[config.mk]
export PLATFORM = sky130hd
export DESIGN_NAME = top_io_frontend
export DESIGN_NICKNAME = d
export VERILOG_FILES = /design/src/rtl/top_io_frontend.sv
export SDC_FILE = /design/constraint.sdc
export NUM_CORES = 2
export LEC_CHECK = 0
export BUFFER_PORTS_ARGS = -buffer_cell sky130_fd_sc_hd__buf_4
export CAP_MARGIN = 10
export CORE_AREA = 5 5 305 307
export CTS_BUF_LIST = sky130_fd_sc_hd__clkbuf_2
export CTS_CLUSTER_DIAMETER = 150
export DETAILED_ROUTE_END_ITERATION = 8
export DIE_AREA = 0 0 310 312
export GPL_TIMING_DRIVEN = 0
export PLACE_DENSITY = 0.68
export SLEW_MARGIN = 15
export SYNTH_ARGS = -nofsm -noshare
export SYNTH_HDL_FRONTEND = slang
export SYNTH_SLANG_ARGS = --single-unit
export TNS_END_PERCENT = 30
[constraint.sdc]
create_clock -name clk -period 2.6 [get_ports clk]
set_input_delay 0.39 -clock clk [delete_from_list [all_inputs] [get_ports clk]]
set_output_delay 0.39 -clock clk [all_outputs]
set_load 0.03 [all_outputs]
[src/rtl/top_io_frontend.sv]
// top_io_frontend: device-side endpoint of the byte-serial host protocol.
// Collects key frames (salt + password) and message frames from the host,
// hands them to the crypto core, and streams cipher then MAC bytes back.
// Optional build macro: FRAME_CHECK_EN adds a sticky o_err framing-error flag.
module top_io_frontend #(
    parameter int unsigned SALT_BYTES = 16,
    parameter int unsigned PW_BYTES   = 15,
    parameter int unsigned BLK_BYTES  = 16,
    parameter int unsigned MAC_BYTES  = 32,
    parameter int unsigned TX_GAP     = 2
) (
    input  logic                    clk,
    input  logic                    rst,
    input  logic [7:0]              i_data,
    input  logic                    i_start,
    input  logic                    i_mode,
    output logic [7:0]              o_data,
    output logic                    o_valid,
    output logic                    o_ien,
    output logic                    o_key_valid,
    output logic [SALT_BYTES*8-1:0] o_salt,
    output logic [PW_BYTES*8-1:0]   o_pw,
    output logic                    o_mode,
    input  logic                    i_key_done,
    output logic                    o_msg_valid,
    output logic [BLK_BYTES*8-1:0]  o_msg,
    input  logic                    i_res_valid,
    input  logic [BLK_BYTES*8-1:0]  i_cipher,
    input  logic [MAC_BYTES*8-1:0]  i_mac,
    output logic                    o_res_ack
`ifdef FRAME_CHECK_EN
    ,
    output logic                    o_err
`endif
);

    localparam int unsigned KEY_BYTES = SALT_BYTES + PW_BYTES;
    localparam int unsigned KEY_W     = KEY_BYTES * 8;
    localparam int unsigned SALT_W    = SALT_BYTES * 8;
    localparam int unsigned PW_W      = PW_BYTES * 8;
    localparam int unsigned BLK_W     = BLK_BYTES * 8;
    localparam int unsigned MAC_W     = MAC_BYTES * 8;

    // Byte 0 of each frame is taken in the idle state, so the counter in the
    // capture states runs one behind the byte index.
    localparam logic [5:0] KEY_LAST = 6'(KEY_BYTES - 2);
    localparam logic [5:0] MSG_LAST = 6'(BLK_BYTES - 2);
    localparam logic [5:0] CIP_LAST = 6'(BLK_BYTES - 1);
    localparam logic [5:0] GAP_LAST = 6'(TX_GAP - 1);
    localparam logic [5:0] MAC_LAST = 6'(MAC_BYTES - 1);

    typedef enum logic [3:0] {
        StIdle, StKeyIn, StKeyWait, StMsgIdle, StMsgIn,
        StCoreWait, StTxCipher, StGap, StTxMac
    } state_t;

    state_t              r_state;
    state_t              w_state_d;
    logic [5:0]          r_cnt;
    logic [KEY_W-1:0]    r_shift;
    logic [KEY_W-1:0]    w_shift_nxt;
    logic                r_mode_stage;
    logic [SALT_W-1:0]   r_salt;
    logic [PW_W-1:0]     r_pw;
    logic                r_mode;
    logic [BLK_W-1:0]    r_msg;
    logic                r_key_valid;
    logic                r_msg_valid;
    logic                r_res_ack;
    logic [BLK_W-1:0]    r_cipher;
    logic [MAC_W-1:0]    r_mac;

    logic w_accept;
    logic w_cap;
    logic w_mode_latch;
    logic w_key_done;
    logic w_msg_done;
    logic w_load_res;
    logic w_shift_cip;
    logic w_shift_mac;
    logic w_ack;
    logic w_busy;

`ifdef FRAME_CHECK_EN
    logic r_err;
    logic w_short;
    assign w_accept = i_start & ~r_err;
    assign o_err    = r_err;
`else
    assign w_accept = i_start;
`endif

    // MSB-first input: each new byte enters at the bottom and moves up.
    assign w_shift_nxt = {r_shift[KEY_W-9:0], i_data};

    // Next-state and per-cycle control decode.
    always_comb begin
        w_state_d    = r_state;
        w_cap        = 1'b0;
        w_mode_latch = 1'b0;
        w_key_done   = 1'b0;
        w_msg_done   = 1'b0;
        w_load_res   = 1'b0;
        w_shift_cip  = 1'b0;
        w_shift_mac  = 1'b0;
        w_ack        = 1'b0;
        w_busy       = 1'b0;
`ifdef FRAME_CHECK_EN
        w_short      = 1'b0;
`endif
        case (r_state)
            StIdle: begin
                if (w_accept) begin
                    w_cap        = 1'b1;
                    w_mode_latch = 1'b1;
                    w_state_d    = StKeyIn;
                end
            end
            StKeyIn: begin
                if (!i_start) begin
                    w_state_d = StIdle;
`ifdef FRAME_CHECK_EN
                    w_short   = 1'b1;
`endif
                end else begin
                    w_cap = 1'b1;
                    if (r_cnt == KEY_LAST) begin
                        w_key_done = 1'b1;
                        w_state_d  = StKeyWait;
                    end
                end
            end
            StKeyWait: begin
                w_busy = 1'b1;
                if (i_key_done) w_state_d = StMsgIdle;
            end
            StMsgIdle: begin
                if (w_accept) begin
                    w_cap     = 1'b1;
                    w_state_d = StMsgIn;
                end
            end
            StMsgIn: begin
                if (!i_start) begin
                    w_state_d = StMsgIdle;
`ifdef FRAME_CHECK_EN
                    w_short   = 1'b1;
`endif
                end else begin
                    w_cap = 1'b1;
                    if (r_cnt == MSG_LAST) begin
                        w_msg_done = 1'b1;
                        w_state_d  = StCoreWait;
                    end
                end
            end
            StCoreWait: begin
                w_busy = 1'b1;
                if (i_res_valid) begin
                    w_load_res = 1'b1;
                    w_state_d  = StTxCipher;
                end
            end
            StTxCipher: begin
                w_busy      = 1'b1;
                w_shift_cip = 1'b1;
                if (r_cnt == CIP_LAST) w_state_d = StGap;
            end
            StGap: begin
                w_busy = 1'b1;
                if (r_cnt == GAP_LAST) w_state_d = StTxMac;
            end
            StTxMac: begin
                w_busy      = 1'b1;
                w_shift_mac = 1'b1;
                if (r_cnt == MAC_LAST) begin
                    w_ack     = 1'b1;
                    w_state_d = StMsgIdle;
                end
            end
            default: w_state_d = StIdle;
        endcase
    end

    // State register; the byte counter restarts on every state change.
    always_ff @(posedge clk) begin
        if (rst) begin
            r_state <= StIdle;
            r_cnt   <= 6'd0;
        end else begin
            r_state <= w_state_d;
            r_cnt   <= (w_state_d != r_state) ? 6'd0 : r_cnt + 6'd1;
        end
    end

    // Capture, hand-off and result shift registers.
    always_ff @(posedge clk) begin
        if (rst) begin
            r_shift      <= '0;
            r_mode_stage <= 1'b0;
            r_salt       <= '0;
            r_pw         <= '0;
            r_mode       <= 1'b0;
            r_msg        <= '0;
            r_key_valid  <= 1'b0;
            r_msg_valid  <= 1'b0;
            r_res_ack    <= 1'b0;
            r_cipher     <= '0;
            r_mac        <= '0;
        end else begin
            r_key_valid <= w_key_done;
            r_msg_valid <= w_msg_done;
            r_res_ack   <= w_ack;
            if (w_cap) r_shift <= w_shift_nxt;
            if (w_mode_latch) r_mode_stage <= i_mode;
            // Published fields change only when a frame completes, so a
            // discarded short frame leaves the previous values intact.
            if (w_key_done) begin
                r_salt <= w_shift_nxt[KEY_W-1 -: SALT_W];
                r_pw   <= w_shift_nxt[PW_W-1:0];
                r_mode <= r_mode_stage;
            end
            if (w_msg_done) r_msg <= w_shift_nxt[BLK_W-1:0];
            if (w_load_res) begin
                r_cipher <= i_cipher;
                r_mac    <= i_mac;
            end else begin
                if (w_shift_cip) r_cipher <= {8'h00, r_cipher[BLK_W-1:8]};
                if (w_shift_mac) r_mac <= {8'h00, r_mac[MAC_W-1:8]};
            end
        end
    end

`ifdef FRAME_CHECK_EN
    // Sticky framing error: short frame or host traffic while busy.
    always_ff @(posedge clk) begin
        if (rst) begin
            r_err <= 1'b0;
        end else if (w_short || (w_busy && i_start)) begin
            r_err <= 1'b1;
        end
    end
`endif

    // Host-facing result stream; LSB-first, zero whenever not transmitting.
    always_comb begin
        o_data  = 8'h00;
        o_valid = 1'b0;
        if (r_state == StTxCipher) begin
            o_data  = r_cipher[7:0];
            o_valid = 1'b1;
        end else if (r_state == StTxMac) begin
            o_data  = r_mac[7:0];
            o_valid = 1'b1;
        end
    end

    assign o_ien       = w_busy;
    assign o_key_valid = r_key_valid;
    assign o_salt      = r_salt;
    assign o_pw        = r_pw;
    assign o_mode      = r_mode;
    assign o_msg_valid = r_msg_valid;
    assign o_msg       = r_msg;
    assign o_res_ack   = r_res_ack;

endmodule
==> impl_metrics.ini <==
[critical_path]
worst_path_dominant_cell_family = buffers and inverters
worst_path_max_delay_cell = dfxtp_4
path_max_fanout = 5
critPathMostFrequentCell = buf_8
timing.rr.start = r_state[1]
worst_setup_path_start_kind = flop
critical_path.cell_chain = nor4bb_1 > buf_4 > buf_8 > a22o_1 > buf_8
critPathRequiredTime_ns = 2.21
worstSetupPathType = flop to output port
timing.critical_path.from = r_state[1]
critPathArrivalTime_ns = 2.78
max_stage_delay_ns = 0.39
worstPathBufferInverterCount = 3
setup.worst_path.end_class = output port

[place]
post-dp-hpwl_mm = 105
place_congestion = 0.904
port-buffer-count = 787
placement.setup.worst_slack_ns = -0.824

[cells_and_area]
drive_gt1_share_pct = 22.0
final_net_count = 6769
count_of_fill_cells_added_during_filler_insertion = 7302
areaGrowthSynthToFinish_pct = 48.6

[die]
die_area_mm2 = 0.0967
placementRows = 110
initial_utilization_pct = 42.2
chipHeight_um = 312
chip_width_um = 310
boundaryPins = 788
core_region_area_mm2 = 0.0897

[sta]
maxSlewHeadroom_pct = 24.5
drv_slew = 0
finalCritPeriodShare_pct = 122
hold_viol_final = 0
holdWs_ns = 0.179
final.setup.worst_slack_ns = -0.566
timing_worst_slew_pin_value_ns = 1.13
max_clock_freq_mhz = 316
skew_ns = 0.217
fin_setup_tns_ns = -5.04
setup_repair_after_global_routing_missed_its_margin = yes
final_worst_path_period_need_ns = 3.17
setup-violations-final = 10

[power_and_ir_drop]
p_sw_share_pct = 27.0
flop_pwr_share_pct = 54.3
power.total_w = 0.0287
comb_power_share_pct = 7.8
power_leakage_nw = 21.1
power.switching_w = 0.00775
cellInternalPower_w = 0.0209
clkPwrFrac_pct = 37.9
power-per-cell-area_mw_per_mm2 = 509
power.ir.vdd_worst_mv = 0.325

[yosys]
synthDistinctLibCells = 53
synth_nets = 4900
synth_area_leader_cell = dfxtp_1
synthTopCellsByArea = dfxtp_1 (54%), nand2_1 (14%), a21oi_1 (9.9%)
synthMostInstantiatedCell = nand2_1
syn_area_per_cell_um2 = 8.43
dominantRegCellSynth = dfxtp_1
netlist_instances = 4499
synth_edf_count = 0
netlist.area_leader.share_pct = 53.6
synth_area_mm2 = 0.0379
yosys_register_bits = 1015
proportion_of_register_bits_with_asynchronous_set_or_reset_after_synthesis_pct = 0
synth-warning-count = 0
yosysSeqAreaShare_pct = 53.6
netlist_top_cells_count = nand2_1 (1378), dfxtp_1 (1015), a21oi_1 (748), nor2_1 (271), clkbuf_1 (254)

[route]
remaining_drc_errors = 2
drt_wl_total_mm = 172
vias = 42800
first_pass_iters = 9
viasPerCell = 5.50
drt_iter0_markers = 4675
detail-route-antenna-nets = 0
wire_per_inst_um = 22.1

[clocking]
clkSinkCount = 1015
tritoncts = yes
max-clock-path-buffers = 4
path_clk_slew_ns = 0.10
cts.root.buffer_cell = clkbuf_2
clock_insertion_delay_worst_skew_ns = 1.55
cts_made_buffers = 278
cts-htree-levels = 5

[hold_path]
timing.hold.worst.class = input pin to flop
origin_of_the_worst_min_delay_path = rst

[global_route]
vias_in_the_first_global_route = 42800
grt_antenna_before_repair = 88
maximum_number_of_pins_on_one_net_before_global_route_repair = 17
gr-usage-all-layers_pct = 34.8
grt_total_ovfl = 0
grt_pass1_wl_mm = 258

[status]
outcome = finished, violations left
violations = DRC, setup timing

[job]
max-cap-violations = 0
## final cells by class
| class | count | area (µm²) | share of cell area (%) |
|---|---|---|---|
| sequential | 1015 | 20400 | 36.3 |
| multi-input combinational | 3098 | 16000 | 28.4 |
| timing repair buffer | 1593 | 14300 | 25.4 |
| clock buffer | 388 | 1940 | 3.45 |
| buffer | 379 | 1790 | 3.17 |
| tap | 1176 | 1470 | 2.61 |
| clock inverter | 42 | 214 | 0.380 |
| antenna | 77 | 193 | 0.342 |
| inverter | 3 | 11.3 | 0.0200 |
## layer usage
layer / wire length [µm] / global-route usage (%) / up-vias
met2: 76300 / 51.9 / 2699
met1: 64300 / 40.1 / 19800
met3: 17100 / 15.1 / 1085
li1: - / - / 19200
met4: 13500 / 23.2 / 42
met5: 537 / 3.64 / -
## timing repair
| item | 4_1_cts | 5_1_grt |
|---|---|---|
| hold endpoints to repair | 912 | 0 |
| gates cloned | 0 | 2 |
| gates resized for setup | 177 | 58 |
| hold buffers | 793 | 0 |
| setup buffers | 8 | 3 |
| setup endpoints to repair | 491 | 420 |
| pin swaps | 3 | 9 |
## power by group through the flow
stage	logic (W)	registers [W]	clock network, W
after floorplan	0.000364	0.0159	0
final	0.00222	0.0156	0.0109
after global routing	0.00232	0.0156	0.0118
after detailed placement	0.00111	0.0159	0
after global placement	0.00111	0.0159	0
after CTS	0.00207	0.0156	0.0108
## cell families after synthesis
logic type | Yosys count | share of synthesized area [%]
mux | 248 | 6.55
flops | 1015 | 53.6
buf+inv | 386 | 4.58
xor+xnor | 3 | 0.0693
compound gates | 1148 | 17.9
fa+ha+maj | 3 | 0.0990
simple gates | 1696 | 17.2
## registers in the layout, indices dropped and copies added, names as in the netlist, 4 cells and up
| register | cells |
|---|---|
| r_shift | 240 |
| r_mac | 256 |
| r_cnt | 6 |
| o_msg | 128 |
| o_pw | 120 |
| o_salt | 128 |
| r_state | 4 |
| r_cipher | 128 |
## layout by cell type, fill, tap and decap left out, types with 235 or more instances in the layout
| cell | n |
|---|---|
| a21oi_1 | 746 |
| mux2i_1 | 247 |
| nor2_1 | 263 |
| dfxtp_1 | 947 |
| buf_4 | 727 |
| a211oi_1 | 247 |
| clkbuf_1 | 235 |
| nand2_1 | 1378 |
| clkbuf_2 | 406 |
| dlygate4sd3_1 | 793 |
## metrics by stage
step,area (µm²),utilization [%],std cells
CTS,55900,62.3,7691
detailed placement,45300,50.5,6462
global route,56200,62.7,7746
floorplan,37900,-,4499
global placement,45300,50.5,6462
finish,56300,62.8,7771
## worst register-to-register path: stages, from the launching register on
cell and delay, ns:
dfxtp_4 0.38, buf_6 0.12, buf_4 0.15, and3b_1 0.26, a22oi_1 0.11, o311a_1 0.30, dlygate4sd3_1 0.61, a211o_4 0.37
a22oi_2 0.18
## worst paths after layout
| path | endpoint | slack, ns | depth (start not counted) |
|---|---|---|---|
| setup / recovery | o_data[2] | -0.57 | 5 |
| hold / removal | r_cipher[5] | 0.18 | 4 |
| setup reg to reg | r_cnt[5] | 0.03 | 8 |
| hold reg to reg | r_shift[147] | 0.38 | 2 |
(Power assumes the default switching activity.)
